File: src/rtl/biriscv_csr_hpm.sv
// biriscv_csr_hpm: mcycle/minstret, programmable hpm counters, inhibit/enable control and overflow interrupt
module biriscv_csr_hpm #(
    parameter int NUM_HPM    = 4,
    parameter int NUM_EVENTS = 8,
    parameter int CNT_W      = 64
) (
    input  logic                  clk,
    input  logic                  rst,
    input  logic [NUM_EVENTS-1:0] event_i,
    input  logic [1:0]            retire_cnt_i,
    input  logic [1:0]            priv_i,
    input  logic                  csr_ren_i,
    input  logic [11:0]           csr_raddr_i,
    output logic [31:0]           csr_rdata_o,
    output logic                  csr_hit_o,
    output logic                  csr_fault_o,
    input  logic [11:0]           csr_waddr_i,
    input  logic [31:0]           csr_wdata_i,
    output logic                  ovf_irq_o
);
    localparam int NC = NUM_HPM + 3;
    // Counter indices that exist: 0 (cycle), 2 (instret), 3.. (hpm); index 1 (time) lives elsewhere
    localparam logic [31:0] MASK = 32'((64'd1 << NC) - 64'd1) & ~32'h2;

    logic [CNT_W-1:0] cnt [NC];
    logic [CNT_W-1:0] nxt [NC];
    logic [4:0]       sel [NUM_HPM];
    logic [NUM_HPM-1:0] of, hpm_hit, wrap, wev;
    logic [NC-1:0]    inhibit, counteren, wlo, whi, step1;
    logic [31:0]      ev_vec, ev_rd, ce;
    logic [63:0]      cv;
    logic [4:0]       ridx;
    logic             is_c, is_cnt, is_ev;

    always_comb begin
        ev_vec = 32'({event_i, 1'b0});
        for (int k = 0; k < NUM_HPM; k++) begin
            hpm_hit[k] = ev_vec[sel[k]];
            wev[k] = csr_waddr_i == 12'h323 + 12'(k);
        end
        step1 = {hpm_hit, 3'b001};
        for (int i = 0; i < NC; i++) begin
            wlo[i] = MASK[i] && csr_waddr_i == 12'hB00 + 12'(i);
            whi[i] = MASK[i] && csr_waddr_i == 12'hB80 + 12'(i);
            nxt[i] = inhibit[i] ? cnt[i] : cnt[i] + CNT_W'(i == 2 ? retire_cnt_i : {1'b0, step1[i]});
        end
        for (int k = 0; k < NUM_HPM; k++)
            wrap[k] = hpm_hit[k] && !inhibit[k+3] && &cnt[k+3] && !wlo[k+3] && !whi[k+3];
    end

    always_ff @(posedge clk) begin
        if (rst) begin
            for (int i = 0; i < NC; i++) cnt[i] <= '0;
            for (int k = 0; k < NUM_HPM; k++) sel[k] <= '0;
            of        <= '0;
            inhibit   <= '0;
            counteren <= '0;
            ovf_irq_o <= 1'b0;
        end else begin
            for (int i = 0; i < NC; i++)
                cnt[i] <= wlo[i] ? {cnt[i][CNT_W-1:32], csr_wdata_i} :
                          whi[i] ? {csr_wdata_i[CNT_W-33:0], cnt[i][31:0]} : nxt[i];
            for (int k = 0; k < NUM_HPM; k++) begin
                if (wev[k]) begin
                    sel[k] <= csr_wdata_i[4:0];
                    of[k]  <= csr_wdata_i[31];
                end else if (wrap[k]) begin
                    of[k] <= 1'b1;
                end
            end
            if (csr_waddr_i == 12'h320) inhibit <= csr_wdata_i[NC-1:0] & MASK[NC-1:0];
            if (csr_waddr_i == 12'h306) counteren <= csr_wdata_i[NC-1:0] & MASK[NC-1:0];
            ovf_irq_o <= |of;
        end
    end

    always_comb begin
        ridx  = csr_raddr_i[4:0];
        cv    = '0;
        ev_rd = '0;
        for (int i = 0; i < NC; i++)
            if (5'(i) == ridx) cv = 64'(cnt[i]);
        for (int k = 0; k < NUM_HPM; k++)
            if (5'(k + 3) == ridx) ev_rd = {of[k], 26'b0, sel[k]};
        is_c   = csr_raddr_i[11:8] == 4'hC;
        is_cnt = (is_c || csr_raddr_i[11:8] == 4'hB) && csr_raddr_i[6:5] == 2'b00 && MASK[ridx];
        is_ev  = csr_raddr_i[11:5] == 7'h19 && ridx >= 5'd3 && MASK[ridx];
        ce     = 32'(counteren);
        csr_hit_o   = is_cnt || is_ev || csr_raddr_i == 12'h320 || csr_raddr_i == 12'h306;
        csr_fault_o = csr_ren_i && priv_i != 2'd3 && is_c && is_cnt && !ce[ridx];
        csr_rdata_o = (!csr_ren_i || csr_fault_o) ? '0 :
                      is_cnt ? (csr_raddr_i[7] ? cv[63:32] : cv[31:0]) :
                      is_ev ? ev_rd :
                      csr_raddr_i == 12'h320 ? 32'(inhibit) :
                      csr_raddr_i == 12'h306 ? ce : '0;
    end
endmodule

File: config.mk
export PLATFORM = sky130hd
export DESIGN_NAME = biriscv_csr_hpm
export DESIGN_NICKNAME = d
export VERILOG_FILES = /design/src/rtl/biriscv_csr_hpm.sv
export SDC_FILE = /design/constraint.sdc
export NUM_CORES = 2
export LEC_CHECK = 0
export BUFFER_PORTS_ARGS = -buffer_cell sky130_fd_sc_hd__buf_2
export CAP_MARGIN = 10
export CORE_ASPECT_RATIO = 1.4
export CORE_UTILIZATION = 45
export CTS_BUF_LIST = sky130_fd_sc_hd__clkbuf_4
export DETAILED_ROUTE_END_ITERATION = 10
export MAX_ROUTING_LAYER = met4
export PLACE_DENSITY_LB_ADDON = 0.25
export REMOVE_ABC_BUFFERS = 1
export SLEW_MARGIN = 10
export SYNTH_ARGS = -nofsm -noshare
export SYNTH_HDL_FRONTEND = slang
export SYNTH_SLANG_ARGS = --single-unit
File: constraint.sdc
create_clock -name clk -period 5.15 [get_ports clk]
set_input_delay 0.7725 -clock clk [delete_from_list [all_inputs] [get_ports clk]]
set_output_delay 0.7725 -clock clk [all_outputs]
set_load 0.01 [all_outputs]
Word-level counts from Yosys, hierarchy flattened:

Memory sizes are Yosys's and may differ from the RTL's.
Index checks and enable logic that the tools add are counted.

* register bits: 17
* bits in writable memories: 468
* bits in read-only memories: 32
* input port bits: 71
* output and inout bits: 35
* logic and storage cells: 197
* memories kept: 3

* $add $sub $neg: 6
* $lt $le $gt $ge: 6
* eq/ne operators: 30
* muxes and demuxes: 80
* bitwise operators: 11
* reduce and logical (&&, ||, !) cells: 54

Memories
* cnt: depth 7, width 64, rd ports 7, clocked after memory_dff 0, write ports 7, RTL line 25 `logic [CNT_W-1:0] cnt [NC];`
* (no name shown): depth 32, width 1, rd ports 1, clocked after memory_dff 0, write ports 0, RTL line 87 `is_ev = csr_raddr_i[11:5] == 7'h19 && ridx >= 5'd3 && MASK[ridx];`
* sel: depth 4, width 5, rd ports 4, clocked after memory_dff 0, write ports 4, RTL line 27 `logic [4:0] sel [NUM_HPM];`

Operators with widths (number)
* 2-to-1 mux 64 bit: 32
* adder 64 x 1 -> 64 bit: 4
* 2-to-1 mux 32 bit: 8
* AND reduction 64 bit: 4
* equality test 12 bit, second input constant: 12
* equality test 12 x 10 -> 1 bit, second input constant: 8
* adder 64 x 1 -> 64 bit, second input constant: 1
* adder 64 x 2 -> 64 bit: 1
* less-than comparator 5 x 6 -> 1 bit, second input constant: 5
* 2-to-1 mux 1 bit: 29
* binary-select mux 1 bit (select 5 bit): 5
* logical AND 1 bit: 24
* 2-to-1 mux 5 bit: 4
* equality test 3 x 5 -> 1 bit, first input constant: 3
* zero test 1 bit: 14
* 2-to-1 mux 7 bit: 2
* OR 1 bit: 11
* equality test 2 x 5 -> 1 bit, first input constant: 2
* equality test 4 bit, second input constant: 2
* nonzero test 2 bit: 4
* equality test 7 x 5 -> 1 bit, second input constant: 1
* equality test 1 x 5 -> 1 bit, first input constant: 1
* greater-or-equal comparator 5 x 2 -> 1 bit, second input constant: 1
* zero test 5 bit: 1
* other kinds (4): 8

Logic depth before layout (Yosys ltp):

* depth after elaboration: 11
* mapped depth: 15
* mapped depth without buffers: 13

Worst setup path before layout:

No wires, ideal clock.

* kind: input port to flip-flop
* start: in event_i[2]
* end: mem cnt[6][42]
* setup time: 74 ps
* arrival time: 3622 ps
* data required time: 5076 ps
* setup slack: 1453 ps
* stages on the path: 12
* path buffers: 0
* cell sequence: mux4_2 inv_1 a211o_1 a21oi_1 ha_1 ha_1 nand3_1 or2_2 nor3_2 nand3_1 or4b_2 a31oi_1

RTL lines
* start, declared: RTL line 9 `input logic [NUM_EVENTS-1:0] event_i,`
* end, declared: RTL line 25

Final worst setup path:

* start: in csr_raddr_i[2]
* end: out csr_rdata_o[13]

* word-level cells in the longest chain between the ends: 11
* elaborated cells on any way between the ends: 33
* classes of those cells: order compare: 1; eq/ne: 6; mux: 17; reduce/logical: 8; memory: 1

RTL lines
* start, declared: RTL line 13 `input logic [11:0] csr_raddr_i,`
* zero test 5 bit: RTL line 82 `if (5'(i) == ridx) cv = 64'(cnt[i]);`
* 2-to-1 mux 64 bit (7 in series): RTL line 82
* 2-to-1 mux 32 bit (2 in series): RTL line 92 `is_cnt ? (csr_raddr_i[7] ? cv[63:32] : cv[31:0]) :`
* 2-to-1 mux 32 bit (*): RTL line 91 `csr_rdata_o = (!csr_ren_i || csr_fault_o) ? '0 :`
* end, declared: RTL line 14 `output logic [31:0] csr_rdata_o,`

Mark *: on every way between the ends. The rest lies on a longest branch, timed or not. The select of a mux whose other input is x is not followed.

==> qor_table.md <==
| Metric | Reported |
| --- | --- |
| Total number of placement rows | 110 |
| Die area | 66300 um2 |
| Series of cell instances along the critical path | buf_2, nor3b_1, nand2_1, nand2_1, buf_4, a221oi_1, a22o_1, a211oi_1, buf_2 |
| Final hold violation count | 0 |
| Setup repair after global routing missed its margin | false |
| Avg Inst Size Synth | 7.58 um2 |
| Vias per cell | 7.40 |
| Arrival time reported for the critical path endpoint | 3.71 ns |
| Count of placed standard cells in the final layout, fillers left out | 4822 |
| Slowest stage cell on the critical path | sky130_fd_sc_hd__nor3b_1 |
| Main combinational cell family by area after synthesis | simple AND/OR/NAND/NOR gates |
| Synthesized cell area | 29400 um2 |
| Relative slew slack | 16.4% |
| Portion of netlist area occupied by mux cells | 3.18% |
| Port Buf Inserts | 105 |
| Number of antenna-violating nets in the routed design | 0 |
| WP data required | 4.38 ns |
| Worst Path Class, Setup | input pin to output port |
| Fraction of the mapped netlist area in adder cells | 0.537% |
| Total number of nets in the final design | 3952 |
| Final cycle utilization of the critical path | 87.1% |
| Count of final max-slew check failures | 0 |
| Sequential area share after synthesis | 29.4% |
| Pin count of the biggest net entering global routing | 129 |
| Async set-or-reset flop fraction in the synthesized netlist | 0% |
| Number of remaining DRC errors | 0 |
| Number of setup violations in the final report | 0 |
| Fin crit period | 4.49 ns |
| Placed instance area | 30700 um2 |
| Clock root buffer | sky130_fd_sc_hd__clkbuf_4 |
| Starting utilization of the core area | 45.6% |
| Count of flip-flops with a built-in enable after synthesis | 20 |
| 1st-pass router iterations | 10 |
| Longest individual stage delay on the worst path | 0.63 ns |
| Global-route wire length before repair | 246 mm |
| Power per cell area | 223 nW/um2 |
| Gates resized, CTS repair | 0 |
| Clock-pin slew reported for the worst setup and hold paths after clock tree synthesis | 0.07 ns |
| Simple-gate share of the synthesized area | 29.5% |
| Setup skew after layout | 0.0956 ns |
| CP top delay family | simple AND/OR/NAND/NOR gates |
| Total placed cells including tap cells | 4594 |
| Synthesized-area fraction occupied by ao, oa, aoi and oai cells | 28.7% |
| # clock sinks | 421 |
| Critical path fanouts, max | 18 |
| WL final | 178 mm |
| Count of pins on the block boundary | 106 |
| Setup fix buffers added after clock tree synthesis | 0 |
| Max VDD drop | 259 uV |
| Worst hold-check path type | input pin to register |
| Number of synthesized register bits | 421 |
| Via count of the routed design | 35703 |
| Die Wd | 218 um |
| Initial drt markers | 5815 |
| DR WL/cell | 37.0 um |
| Remaining global-route overflow | 0 |
| Synth cell types | 102 |
| CTS tree | yes |
| Num CTS Buffers | 113 |
| Critical path launch point type | input pin |
| Leakage | 10.2 nW |
| Max Cap Violations | 0 |
| Number of levels in the clock H-tree | 3 |
| Worst skew pair latency | 1.02 ns |
| Slew at the pin closest to its max-slew limit | 1.25 ns |
| P&R area growth vs syn | 9.69% |
| CP endpoint kind | output port |
| Fraction of final layout cells sized beyond drive strength 1 | 13.0% |
| Via count of the first global-routing pass | 32508 |
| Peak Freq | 223 MHz |
| Final estimated routing congestion in global placement | 1.15 |
| Overall Global Routing Usage | 54.0% |
| Hpwl dp | 130 mm |
| Y dimension of the die | 304 um |
| Dominant synthesized flop cell | sky130_fd_sc_hd__dfxtp_1 |
| Post-route design area | 32200 um2 |
| Total number of yosys warnings | 0 |
| Post-synthesis cell count | 3875 |
| Post-Synth XOR/XNOR Area | 3.52% |
| Outcome | finished clean |
| Maximum number of buffers from clock root to sink | 3 |
| Count of hold buffers inserted by post-cts repair | 0 |
| Number of buffers and inverters on the critical path | 3 |
| Area of the core region | 64400 um2 |
| Number of antenna violations at the first check in global routing | 18 |
## logic make-up after synthesis
group	after synthesis
flip-flops	421
buffers and inverters	392
AND/OR/NAND/NOR	1620
AO/OA/AOI/OAI	1225
multiplexers	87
XOR/XNOR	118
adder cells (fa/ha/maj)	12
## through the flow
stage | hold slack [ns] | worst slack (ns) | TNS, ns | util [%] | power [mW]
floorplan | 0.452 | -0.926 | -12.27 | - | 3.57
global placement | 0.495 | 0.754 | 0 | 47.6 | 3.99
detailed placement | 0.504 | 0.641 | 0 | 47.6 | 3.99
CTS | 0.202 | 0.767 | 0 | 49.9 | 7.14
global route | 0.256 | 0.620 | 0 | 50.0 | 7.34
finish | 0.279 | 0.663 | 0 | 50.0 | 7.19
## layer usage
| layer | GRT usage [%] | vias up | routed length, um |
|---|---|---|---|
| met5 | - | - | 0 |
| li1 | - | 15186 | - |
| met3 | 14.2 | 960 | 20800 |
| met4 | 52.9 | 0 | 21600 |
| met2 | 78.5 | 2708 | 76000 |
| met1 | 58.5 | 16849 | 60100 |
## cell type report
cell class,count,area [um2]
Fill cell,6606,32200
Timing Repair Buffer,224,1500
Clock buffer,182,1370
Clock inverter,19,100
Multi-Input combinational cell,3062,19300
Inverter,47,179
Antenna cell,27,67.6
Tap cell,840,1050
Sequential cell,421,8630
## worst register-to-register path, cell delays in order, from the launching register on
cell and delay, ns:
sky130_fd_sc_hd__edfxtp_1 0.52, sky130_fd_sc_hd__mux4_2 0.39, sky130_fd_sc_hd__inv_1 0.04, sky130_fd_sc_hd__a211o_1 0.29
sky130_fd_sc_hd__a21oi_1 0.39, sky130_fd_sc_hd__ha_1 0.32, sky130_fd_sc_hd__ha_1 0.20, sky130_fd_sc_hd__nand3_1 0.13
sky130_fd_sc_hd__nor3_1 0.36, sky130_fd_sc_hd__nand2_1 0.32, sky130_fd_sc_hd__or3_1 0.62, sky130_fd_sc_hd__or4_1 0.52
sky130_fd_sc_hd__a31oi_1 0.17
## registers in the layout, summed over array words and instances, names as in the netlist
name	flops
sel	20
inhibit	6
counteren	6
ovf_irq_o	1
cnt	384
of	4
## report_power, final
part	switching, mW	internal [mW]
combinational	0.492	0.133
clock	1.61	1.63
sequential	0.0380	3.30
## cells in the mapped netlist, drive strengths merged, types with 20 or more instances
| cell | instances | area, um2 |
|---|---|---|
| edfxtp | 20 | 601 |
| nand2 | 367 | 1380 |
| a221oi | 54 | 473 |
| mux2i | 72 | 721 |
| and4 | 48 | 420 |
| nor3 | 132 | 731 |
| or4 | 49 | 372 |
| a21oi | 245 | 1230 |
| a222oi | 59 | 591 |
| o211ai | 42 | 315 |
| and2 | 60 | 375 |
| inv | 46 | 173 |
| buf | 47 | 246 |
| nand3 | 218 | 1100 |
| nor4 | 74 | 618 |
| xnor2 | 47 | 412 |
| a31oi | 104 | 651 |
| and3 | 82 | 513 |
| o31ai | 33 | 248 |
| a311oi | 31 | 272 |
| clkbuf | 298 | 1120 |
| o21ai | 200 | 1000 |
| a22oi | 88 | 661 |
| or3 | 47 | 304 |
| nand4 | 152 | 976 |
| a22o | 30 | 263 |
| o22ai | 52 | 325 |
| nor2 | 307 | 1150 |
| dfxtp | 401 | 8030 |
| a211oi | 113 | 853 |
| xor2 | 71 | 622 |
## path summary, 6_finish.rpt
path / startpoint / to / slack (ns) / cells after the start
worst max-delay path: csr_raddr_i[2] / csr_rdata_o[13] / 0.66 / 9
worst min-delay path: rst / cnt[3][8]$_SDFFE_PP0P_ / 0.28 / 2
worst max register to register: sel[3][0]$_SDFFCE_PN0P_ / cnt[6][58]$_SDFFE_PP0P_ / 0.73 / 12
worst min register to register: cnt[5][31]$_SDFFE_PP0P_ / cnt[5][31]$_SDFFE_PP0P_ / 0.53 / 1
## cell usage in the layout, fill, tap and decap left out, types with 113 or more instances in the layout
cell type	Yosys	routed
sky130_fd_sc_hd__a21oi_1	244	244
sky130_fd_sc_hd__nand4_1	148	148
sky130_fd_sc_hd__dfxtp_1	401	401
sky130_fd_sc_hd__clkbuf_4	0	182
sky130_fd_sc_hd__o21ai_0	196	196
sky130_fd_sc_hd__nor2_1	306	301
sky130_fd_sc_hd__nor3_1	118	113
sky130_fd_sc_hd__nand2_1	367	367
sky130_fd_sc_hd__buf_4	2	113
sky130_fd_sc_hd__nand3_1	216	213
Power figures use the tool's default switching activity.
